$ cat src/rtl/as_gpio_irq_ctrl.sv
// as_gpio_irq_ctrl: edge-qualified sticky GPIO interrupt controller with a small register window.
module as_gpio_irq_ctrl #(
  parameter int nr_gpios       = 8,
  parameter int irq_addr_width = 3
) (
  input  logic                      clk_i,
  input  logic                      rst_i,
  input  logic [nr_gpios-1:0]       irq_pulse_i,
  input  logic [nr_gpios-1:0]       level_i,
  input  logic                      en_i,
  input  logic                      we_i,
  input  logic [irq_addr_width-1:0] addr_i,
  input  logic [nr_gpios-1:0]       wdata_i,
  output logic [nr_gpios-1:0]       rdata_o,
  output logic                      ack_o,
  output logic                      irq_o
);
  logic [nr_gpios-1:0] irq_en, rise_en, fall_en, pend, ovr, hit, pclr, oclr, rd;
  logic wr;
  assign wr   = en_i & we_i;
  assign hit  = irq_pulse_i & ((level_i & rise_en) | (~level_i & fall_en));
  assign pclr = (wr && addr_i == irq_addr_width'(3)) ? wdata_i : '0;
  assign oclr = (wr && addr_i == irq_addr_width'(5)) ? wdata_i : '0;
  assign irq_o = |(pend & irq_en);
  always_comb
    rd = addr_i == irq_addr_width'(0) ? irq_en :
         addr_i == irq_addr_width'(1) ? rise_en :
         addr_i == irq_addr_width'(2) ? fall_en :
         addr_i == irq_addr_width'(3) ? pend :
         addr_i == irq_addr_width'(4) ? pend & irq_en :
         addr_i == irq_addr_width'(5) ? ovr : '0;
  always_ff @(posedge clk_i)
    if (!rst_i) begin
      irq_en  <= '0;
      rise_en <= '0;
      fall_en <= '0;
      pend    <= '0;
      ovr     <= '0;
      rdata_o <= '0;
      ack_o   <= 1'b0;
    end else begin
      ack_o <= en_i;
      if (en_i && !we_i) rdata_o <= rd;
      if (wr && addr_i == irq_addr_width'(0)) irq_en <= wdata_i;
      if (wr && addr_i == irq_addr_width'(1)) rise_en <= wdata_i;
      if (wr && addr_i == irq_addr_width'(2)) fall_en <= wdata_i;
      pend <= (pend & ~pclr) | hit;
      ovr  <= (ovr & ~oclr) | (hit & pend & ~pclr);
    end
endmodule

$ cat config.mk
export PLATFORM = sky130hd
export DESIGN_NAME = as_gpio_irq_ctrl
export DESIGN_NICKNAME = d
export VERILOG_FILES = /design/src/rtl/as_gpio_irq_ctrl.sv
export SDC_FILE = /design/constraint.sdc
export NUM_CORES = 1
export LEC_CHECK = 0
export CORE_MARGIN = 2
export CORE_UTILIZATION = 48
export DETAILED_ROUTE_END_ITERATION = 16
export GPL_TIMING_DRIVEN = 0
export PLACE_DENSITY_LB_ADDON = 0.12
export SLEW_MARGIN = 0
export SYNTH_ARGS = -nofsm -noshare
export SYNTH_HDL_FRONTEND = slang
export SYNTH_SLANG_ARGS = --single-unit
$ cat constraint.sdc
create_clock -name clk_i -period 1.2 [get_ports clk_i]
set_input_delay 0.12 -clock clk_i [delete_from_list [all_inputs] [get_ports clk_i]]
set_output_delay 0.12 -clock clk_i [all_outputs]
set_load 0.02 [all_outputs]
==> impl_metrics.prom, run 1 <==
# TYPE chip_impl_metric gauge
chip_impl_info{name="run_status",value="finished with violations"} 1
chip_impl_info{name="violations",value="setup timing"} 1
chip_impl_metric{name="fin_setup_tns",unit="ns"} -0.155
chip_impl_metric{name="finalHoldViolations",unit=""} 0
chip_impl_metric{name="detailedRoute.firstPassIterationCount",unit=""} 6
chip_impl_info{name="timing.rr.start",value="fall_en[0]$_SDFFE_PN0P_"} 1
chip_impl_metric{name="via_per_inst",unit=""} 5.87
chip_impl_metric{name="clk_pin_slew_worst_paths",unit="ns"} 0.09
chip_impl_metric{name="floorplan.core_area",unit="um^2"} 5040
chip_impl_metric{name="synth_top_area_share",unit="%"} 39.8
chip_impl_metric{name="vdd_drop_max",unit="mV"} 0.723
chip_impl_metric{name="async_set_or_reset_flop_fraction_in_the_synthesized_netlist",unit="%"} 0
chip_impl_metric{name="gp_routability_congestion",unit=""} 0.829
chip_impl_info{name="critPathCaptureType",value="output pin"} 1
chip_impl_metric{name="cts.htree.levels",unit=""} 2
chip_impl_metric{name="cts_buffer_count",unit=""} 5
chip_impl_metric{name="grt.total_usage",unit="%"} 25.9
chip_impl_info{name="post_synth_most_frequent_cells",value="49 x sky130_fd_sc_hd__dfxtp_1, 47 x sky130_fd_sc_hd__nand2_1, 27 x sky130_fd_sc_hd__nor2_1, 26 x sky130_fd_sc_hd__o21ai_0, 24 x sky130_fd_sc_hd__mux2i_1"} 1
chip_impl_metric{name="tightest_slew",unit="ns"} 0.495
chip_impl_info{name="worstHoldStart",value="en_i"} 1
chip_impl_info{name="cts_root_buf",value="sky130_fd_sc_hd__clkbuf_8"} 1
chip_impl_info{name="synth_area_leaders",value="sky130_fd_sc_hd__dfxtp_1 40%, sky130_fd_sc_hd__mux2i_1 9.7%, sky130_fd_sc_hd__mux2_2 7.3%"} 1
chip_impl_metric{name="cp_max_fo",unit=""} 4
chip_impl_metric{name="detail_route.wirelength",unit="mm"} 7.05
chip_impl_metric{name="detail_route.iter0.violations",unit=""} 273
chip_impl_metric{name="yosys_register_bits",unit=""} 49
chip_impl_info{name="cts_tree",value="yes"} 1
chip_impl_metric{name="place_hpwl",unit="mm"} 4.60
chip_impl_metric{name="floorplan.io_pins",unit=""} 41
chip_impl_metric{name="layout.cells.non_filler",unit=""} 411
chip_impl_metric{name="syn-mean-instance-area",unit="um^2"} 8.62
chip_impl_metric{name="placedCellCount",unit=""} 393
chip_impl_metric{name="netlist_instances",unit=""} 286
chip_impl_metric{name="report.final.setup_viol",unit=""} 1
chip_impl_metric{name="cts-root-to-sink-buffers",unit=""} 2
chip_impl_metric{name="layout-drive-gt1-share",unit="%"} 26.4
chip_impl_metric{name="drt.antenna.violating_nets",unit=""} 0
chip_impl_metric{name="max_freq",unit="GHz"} 0.738
chip_impl_metric{name="global_route_wire_length_before_repair",unit="mm"} 10.8
chip_impl_metric{name="cts.sinks",unit=""} 49
chip_impl_metric{name="grt_remaining_overflow",unit=""} 0
chip_impl_metric{name="insertion_delay",unit="ns"} 0.31
chip_impl_metric{name="first_global_vias",unit=""} 2185
chip_impl_metric{name="final_count_of_pins_violating_max_slew",unit=""} 0
chip_impl_metric{name="synth_enable_flop_cells",unit=""} 0
chip_impl_metric{name="post_synth_num_cell_types",unit=""} 30
chip_impl_info{name="critPathLaunchType",value="register"} 1
chip_impl_info{name="worst_hold_path_type",value="primary input to register"} 1
chip_impl_info{name="rsz0062_at_grt",value="yes"} 1
chip_impl_info{name="critical_path.startpoint",value="pend[5]$_SDFF_PN0_"} 1
chip_impl_metric{name="worst-endpoint-arrival",unit="ns"} 1.23
chip_impl_metric{name="grt_antenna_before_repair",unit=""} 0
chip_impl_metric{name="via_count",unit=""} 2413
chip_impl_info{name="synth.most_common_cell",value="sky130_fd_sc_hd__dfxtp_1"} 1
chip_impl_metric{name="leakage",unit="nW"} 1.23
chip_impl_metric{name="drt-wirelength-per-cell",unit="um"} 17.2
chip_impl_metric{name="x_dimension_of_the_die",unit="um"} 75.7
chip_impl_metric{name="min_period_over_period",unit="%"} 113
chip_impl_metric{name="power_density_of_the_placed_cells",unit="nW/um^2"} 965
chip_impl_metric{name="synth.net_count",unit=""} 317
chip_impl_metric{name="cell_row_count",unit=""} 26
chip_impl_metric{name="yosysWarningCount",unit=""} 0
chip_impl_metric{name="hold_slack",unit="ns"} 0.115
chip_impl_info{name="timing_worst_setup_path_type",value="register to output pin"} 1
chip_impl_metric{name="layout_min_cycle_time",unit="ns"} 1.35
chip_impl_metric{name="max_cap_violations",unit=""} 0
chip_impl_metric{name="insertedDiodeCount",unit=""} 0
chip_impl_metric{name="synthesized_area",unit="um^2"} 2470
chip_impl_metric{name="final_core_utilization",unit="%"} 64.6
chip_impl_metric{name="area_delta_synth_final",unit="%"} 32.1
chip_impl_metric{name="drt_drc_violations_left",unit=""} 0
chip_impl_metric{name="nets",unit=""} 371
chip_impl_metric{name="dieHeight",unit="um"} 75.7
chip_impl_metric{name="place.port_buffers",unit=""} 37
chip_impl_metric{name="final_clock_skew",unit="ns"} 0.00733
chip_impl_metric{name="design.die.area",unit="um^2"} 5730
chip_impl_info{name="synth_top_cell_by_area",value="sky130_fd_sc_hd__dfxtp_1"} 1
chip_impl_metric{name="grt_max_degree",unit=""} 15
chip_impl_metric{name="fraction_of_the_yosys_area_taken_by_sequential_cells",unit="%"} 39.8
chip_impl_metric{name="starting_density_of_the_core",unit="%"} 48.9
chip_impl_metric{name="setup_slack",unit="ns"} -0.155
chip_impl_metric{name="timing.critical_path.required",unit="ns"} 1.08
chip_impl_info{name="yosys_most_used_dff",value="sky130_fd_sc_hd__dfxtp_1"} 1
chip_impl_metric{name="post-place-ws",unit="ns"} -0.924
chip_impl_metric{name="timing.slew.headroom",unit="%"} 67.0
[metrics by stage]
stage,area (um^2),power [mW]
2_1_floorplan,2470,1.87
3_3_place_gp,2930,2.05
3_5_place_dp,2930,2.05
4_1_cts,3130,3.13
5_1_grt,3260,3.25
6_report,3260,3.14
[flip-flops by register name, summed over array words and instances (netlist names)]
signal / count
ack_o: 1
fall_en: 8
irq_en: 8
ovr: 8
pend: 8
rdata_o: 8
rise_en: 8
[what timing repair did]
item                                    4_1_cts  5_1_grt
hold buffers                                  0        0
gates resized for setup                      40       47
endpoints found under the setup margin       58       41
pin swaps                                     2       10
setup buffers                                 6        5
[worst paths after layout]
check,end,slack (ns),depth (start not counted)
setup / recovery,irq_o,-0.15,4
hold / removal,ack_o$_SDFF_PN0_,0.12,2
setup reg to reg,ovr[0]$_SDFF_PN0_,0.04,4
hold reg to reg,rise_en[4]$_SDFFE_PN0P_,0.51,2
[layout by cell type, fill, tap and decap left out, types with 3 or more instances in the layout]
cell,Yosys,final
sky130_fd_sc_hd__clkbuf_2,0,3
sky130_fd_sc_hd__a21oi_1,16,16
sky130_fd_sc_hd__clkbuf_8,0,8
sky130_fd_sc_hd__mux2_2,16,13
sky130_fd_sc_hd__mux2_4,0,3
sky130_fd_sc_hd__o221ai_1,8,8
sky130_fd_sc_hd__o21ai_1,0,5
sky130_fd_sc_hd__nor2_1,27,25
sky130_fd_sc_hd__clkbuf_4,0,3
sky130_fd_sc_hd__inv_1,8,8
sky130_fd_sc_hd__a222oi_1,8,8
sky130_fd_sc_hd__buf_4,3,14
sky130_fd_sc_hd__nor3b_1,6,6
sky130_fd_sc_hd__dfxtp_2,0,16
sky130_fd_sc_hd__a221o_1,6,6
sky130_fd_sc_hd__clkdlybuf4s50_1,0,24
sky130_fd_sc_hd__nand2b_1,11,9
sky130_fd_sc_hd__dlygate4sd2_1,0,9
sky130_fd_sc_hd__o21ai_0,26,19
sky130_fd_sc_hd__dfxtp_1,49,33
sky130_fd_sc_hd__buf_6,1,4
sky130_fd_sc_hd__nand2_2,0,8
sky130_fd_sc_hd__nand2_1,47,37
sky130_fd_sc_hd__mux2i_1,24,24
[critical path, stage by stage, from the launching register on]
cell and delay, ns:
sky130_fd_sc_hd__dfxtp_1 0.34, sky130_fd_sc_hd__nand2_1 0.09, sky130_fd_sc_hd__nand4_1 0.10, sky130_fd_sc_hd__or2_4 0.26
sky130_fd_sc_hd__buf_6 0.13
[power by group]
part           internal, mW  switching (mW)  total, mW
combinational         0.189           0.212      0.401
sequential             1.64          0.0137       1.66
clock                 0.522           0.565       1.09
total                  2.36           0.790       3.14
[layout make-up]
class | instances | area (um^2)
multi-input combinational | 211 | 1460
inverter | 9 | 37.5
clock buffer | 7 | 96.3
tap | 70 | 87.6
sequential | 49 | 1000
clock inverter | 1 | 5.00
timing repair buffer | 48 | 457
fill | 445 | 1780
buffer | 16 | 119
[cells by family (layout without fill, tap and decap cells)]
kind of cell           after synthesis  after routing  share of synthesized area, %
buffers and inverters               26             81                          4.92
AO/OA/AOI/OAI                       66             66                          17.6
AND/OR/NAND/NOR                    105            105                          20.7
flip-flops                          49             49                          39.8
multiplexers                        40             40                          17.0
[routing by layer]
metal  GRT usage, %  vias to the layer above  share of wire, %
met1           35.2                     1163                45
met3           5.42                       16               7.8
met2           39.4                      106                45
met4           12.1                        0               2.4
met5              0                        -                 0
li1               -                     1128                 -
Note: power is estimated with default switching activity, not from simulation.
==> run 2, diff against run 1 <==
--- a/config.mk
+++ b/config.mk
@@ -5,8 +5,8 @@
 export SDC_FILE = /design/constraint.sdc
 export NUM_CORES = 1
 export LEC_CHECK = 0
-export CORE_MARGIN = 2
-export CORE_UTILIZATION = 48
+export CORE_ASPECT_RATIO = 0.5
+export CORE_UTILIZATION = 57
 export DETAILED_ROUTE_END_ITERATION = 16
 export GPL_TIMING_DRIVEN = 0
 export PLACE_DENSITY_LB_ADDON = 0.12
==> constraint.sdc (replaced) <==
create_clock -name clk_i -period 1.7 [get_ports clk_i]
set_input_delay 0.17 -clock clk_i [delete_from_list [all_inputs] [get_ports clk_i]]
set_output_delay 0.17 -clock clk_i [all_outputs]
set_load 0.02 [all_outputs]
==> run 2 against run 1 <==
The run now ends clean. Sequential cell count unchanged. Non-clock buffer count decreased by 4. Total power decreased by 32%. Worst hold slack improved by 0.20 ns. Die area decreased by 20%. Via count about the same. Clock-buffer cell count unchanged. Routed wire length about the same. First-iteration DRC count increased by 37%. Critical endpoint unchanged. Highest routed layer unchanged. Largest power group unchanged. Combinational power decreased by 34%.
==> impl_metrics.prom, run 2 (synthesis results as in run 1) <==
# TYPE chip_impl_metric gauge
chip_impl_info{name="run_status",value="completed"} 1
chip_impl_info{name="cts_root_buf",value="sky130_fd_sc_hd__clkbuf_8"} 1
chip_impl_metric{name="ctsHoldBuffers",unit=""} 0
chip_impl_metric{name="dieHeight",unit="um"} 48.5
chip_impl_metric{name="grt_antenna_before_repair",unit=""} 0
chip_impl_metric{name="grt_max_degree",unit=""} 14
chip_impl_metric{name="r2r_slack",unit="ns"} 0.49
chip_impl_metric{name="finalHoldViolations",unit=""} 0
chip_impl_info{name="worst_r2r_endpoint",value="ovr[7]$_SDFF_PN0_"} 1
chip_impl_info{name="highest_count_cells_in_the_layout_ignoring_fill_and_taps",value="49 x sky130_fd_sc_hd__dfxtp_1, 47 x sky130_fd_sc_hd__nand2_1, 36 x sky130_fd_sc_hd__clkdlybuf4s50_1"} 1
chip_impl_metric{name="floorplan.io_pins",unit=""} 41
chip_impl_metric{name="detailedRoute.firstPassIterationCount",unit=""} 5
chip_impl_metric{name="leakage",unit="nW"} 1.07
chip_impl_metric{name="cellInternalPower",unit="mW"} 1.60
chip_impl_metric{name="post-place-ws",unit="ns"} -0.459
chip_impl_metric{name="timing.critical_path.required",unit="ns"} 1.53
chip_impl_metric{name="floorplan.core_area",unit="um^2"} 4020
chip_impl_metric{name="vdd_drop_max",unit="mV"} 0.419
chip_impl_metric{name="tightest_slew",unit="ns"} 0.849
chip_impl_metric{name="cts.sinks",unit=""} 49
chip_impl_metric{name="design_power_total",unit="mW"} 2.15
chip_impl_metric{name="area_delta_synth_final",unit="%"} 23.4
chip_impl_metric{name="final_clock_skew",unit="ns"} 0.00586
chip_impl_metric{name="final_count_of_pins_violating_max_slew",unit=""} 0
chip_impl_metric{name="via_count",unit=""} 2412
chip_impl_info{name="crit_path_cell_trace",value="nand2_1 > nand4_1 > or2_2 > clkdlybuf4s15_1"} 1
chip_impl_metric{name="drt-wirelength-per-cell",unit="um"} 18.1
chip_impl_metric{name="num-fill-cells",unit=""} 298
chip_impl_metric{name="grt.total_usage",unit="%"} 32.4
chip_impl_info{name="critPathCaptureType",value="output pin"} 1
chip_impl_metric{name="detail_route.iter0.violations",unit=""} 373
chip_impl_metric{name="worstRegToRegCells",unit=""} 4
chip_impl_metric{name="holdPathStages",unit=""} 4
chip_impl_metric{name="gp_routability_congestion",unit=""} 0.875
chip_impl_metric{name="worst-endpoint-arrival",unit="ns"} 1.49
chip_impl_metric{name="via_per_inst",unit=""} 6.18
chip_impl_metric{name="first_global_vias",unit=""} 2242
chip_impl_info{name="hold-path-endpoint",value="rise_en[2]$_SDFFE_PN0P_"} 1
chip_impl_metric{name="global_route_wire_length_before_repair",unit="mm"} 11.0
chip_impl_metric{name="max_cap_violations",unit=""} 0
chip_impl_metric{name="setup_slack",unit="ns"} 0.0429
chip_impl_info{name="rsz0062_at_grt",value="no"} 1
chip_impl_info{name="worst_hold_path_type",value="primary input to register"} 1
chip_impl_metric{name="timing.slew.headroom",unit="%"} 43.2
chip_impl_metric{name="place.port_buffers",unit=""} 37
chip_impl_metric{name="cell_row_count",unit=""} 16
chip_impl_metric{name="starting_density_of_the_core",unit="%"} 61.3
chip_impl_metric{name="nets",unit=""} 367
chip_impl_info{name="critPathTopFamily",value="simple AND/OR/NAND/NOR gates"} 1
chip_impl_metric{name="clk_pin_slew_worst_paths",unit="ns"} 0.09
chip_impl_metric{name="report.final.setup_viol",unit=""} 0
chip_impl_metric{name="comb_power_share",unit="%"} 12.3
chip_impl_metric{name="cp_max_fo",unit=""} 4
chip_impl_metric{name="power.net_switching",unit="uW"} 543
chip_impl_metric{name="insertedDiodeCount",unit=""} 0
chip_impl_metric{name="place_hpwl",unit="mm"} 4.76
chip_impl_info{name="timing_worst_setup_path_type",value="register to output pin"} 1
chip_impl_metric{name="layout-drive-gt1-share",unit="%"} 12.8
chip_impl_metric{name="insertion_delay",unit="ns"} 0.31
chip_impl_metric{name="x_dimension_of_the_die",unit="um"} 95.0
chip_impl_info{name="critical_path.startpoint",value="pend[0]$_SDFF_PN0_"} 1
chip_impl_metric{name="design.die.area",unit="um^2"} 4610
chip_impl_metric{name="p_clk_share",unit="%"} 33.2
chip_impl_metric{name="cts_buffer_count",unit=""} 5
chip_impl_metric{name="sequentialPowerShare",unit="%"} 54.4
chip_impl_metric{name="min_period_over_period",unit="%"} 97.5
chip_impl_info{name="critPathLaunchType",value="register"} 1
chip_impl_info{name="worstHoldStart",value="addr_i[2]"} 1
chip_impl_metric{name="cts.htree.levels",unit=""} 2
chip_impl_info{name="cts_tree",value="yes"} 1
chip_impl_metric{name="layout_min_cycle_time",unit="ns"} 1.66
chip_impl_metric{name="detail_route.wirelength",unit="mm"} 7.05
chip_impl_info{name="timing.rr.start",value="fall_en[7]$_SDFFE_PN0P_"} 1
chip_impl_metric{name="drt_drc_violations_left",unit=""} 0
chip_impl_metric{name="swShare",unit="%"} 25.3
chip_impl_info{name="crit_slowest_cell",value="sky130_fd_sc_hd__dfxtp_1"} 1
chip_impl_metric{name="power_density_of_the_placed_cells",unit="nW/um^2"} 706
chip_impl_info{name="layout.cells.most_common",value="sky130_fd_sc_hd__dfxtp_1"} 1
chip_impl_metric{name="grt_remaining_overflow",unit=""} 0
chip_impl_metric{name="max_freq",unit="GHz"} 0.603
chip_impl_metric{name="cp_num_buf_inv",unit=""} 1
chip_impl_metric{name="cts-root-to-sink-buffers",unit=""} 2
chip_impl_metric{name="drt.antenna.violating_nets",unit=""} 0
chip_impl_metric{name="timing.critical_path.slowest_cell_delay",unit="ns"} 0.35
[run 2: cell count changes in the layout (fill, tap and decap cells not counted), moves of 7 or more]
cell                              previous run  this run
sky130_fd_sc_hd__o21ai_0                    19        26
sky130_fd_sc_hd__dfxtp_1                    33        49
sky130_fd_sc_hd__nand2_1                    37        47
sky130_fd_sc_hd__nand2_2                     8         0
sky130_fd_sc_hd__clkdlybuf4s50_1            24        36
sky130_fd_sc_hd__dfxtp_2                    16         0
sky130_fd_sc_hd__clkbuf_1                    1         8
sky130_fd_sc_hd__dlygate4sd2_1               9         0
[run 2: routing by layer]
metal | vias up | global-route usage, % | routed length (um)
met2 | 165 | 47.0 | 3040
met5 | - | 0 | 0
met3 | 19 | 8.65 | 869
met1 | 1109 | 44.9 | 2980
met4 | 0 | 14.4 | 165
li1 | 1119 | - | -
[run 2: how the worst max path moves through the flow]
stage                              end  slack [ns]  cells after the start
5_1_grt                          irq_o      0.0005                      4
2_1_floorplan  fall_en[0]$_SDFFE_PN0P_        0.41                      7
3_3_place_gp   rdata_o[6]$_SDFFE_PN0P_       -0.45                      6
3_5_place_dp   rdata_o[6]$_SDFFE_PN0P_       -0.46                      6
6_report                         irq_o        0.04                      4
4_1_cts             pend[2]$_SDFF_PN0_       0.002                      6
[run 2: timing repair]
| action | 4_1_cts | 5_1_grt |
|---|---|---|
| gates cloned | 0 | 0 |
| pin swaps | 1 | 0 |
| buffers inserted | 6 | 0 |
| gates resized for setup | 1 | 5 |
| endpoints found under the setup margin | 10 | 25 |
[run 2: stage by stage]
step	utilization [%]	setup TNS, ns	instances	hold WS (ns)	area [um^2]
2_1_floorplan	-	0	286	0.292	2470
3_3_place_gp	72.2	-10.54	377	0.491	2900
3_5_place_dp	72.2	-11.79	377	0.501	2900
4_1_cts	75.4	0	390	0.314	3030
5_1_grt	75.7	0	390	0.327	3040
6_report	75.7	0	390	0.315	3040
[run 2: power by group through the flow]
stage          clock network, mW  logic (mW)  registers [mW]
5_1_grt                    0.759       0.281            1.17
2_1_floorplan                  0       0.122            1.20
4_1_cts                    0.711       0.257            1.17
3_5_place_dp                   0       0.253            1.20
6_report                   0.714       0.265            1.17
3_3_place_gp                   0       0.247            1.20
[run 2: layout make-up]
| cell class | instances | area (um^2) | share of cell area (%) |
|---|---|---|---|
| plain buffers | 17 | 88.8 | 2.92 |
| clock buffers | 7 | 86.3 | 2.84 |
| inverters | 9 | 33.8 | 1.11 |
| multi-input cells | 211 | 1370 | 45.0 |
| flip-flops and latches | 49 | 981 | 32.2 |
| well taps | 54 | 67.6 | 2.22 |
| repair buffers | 43 | 415 | 13.6 |
[run 2: worst min-delay path, cell delays in order]
cell and delay, ns:
sky130_fd_sc_hd__buf_6 0.11, sky130_fd_sc_hd__nor3_4 0.10, sky130_fd_sc_hd__mux2i_1 0.13, sky130_fd_sc_hd__nor2_1 0.07
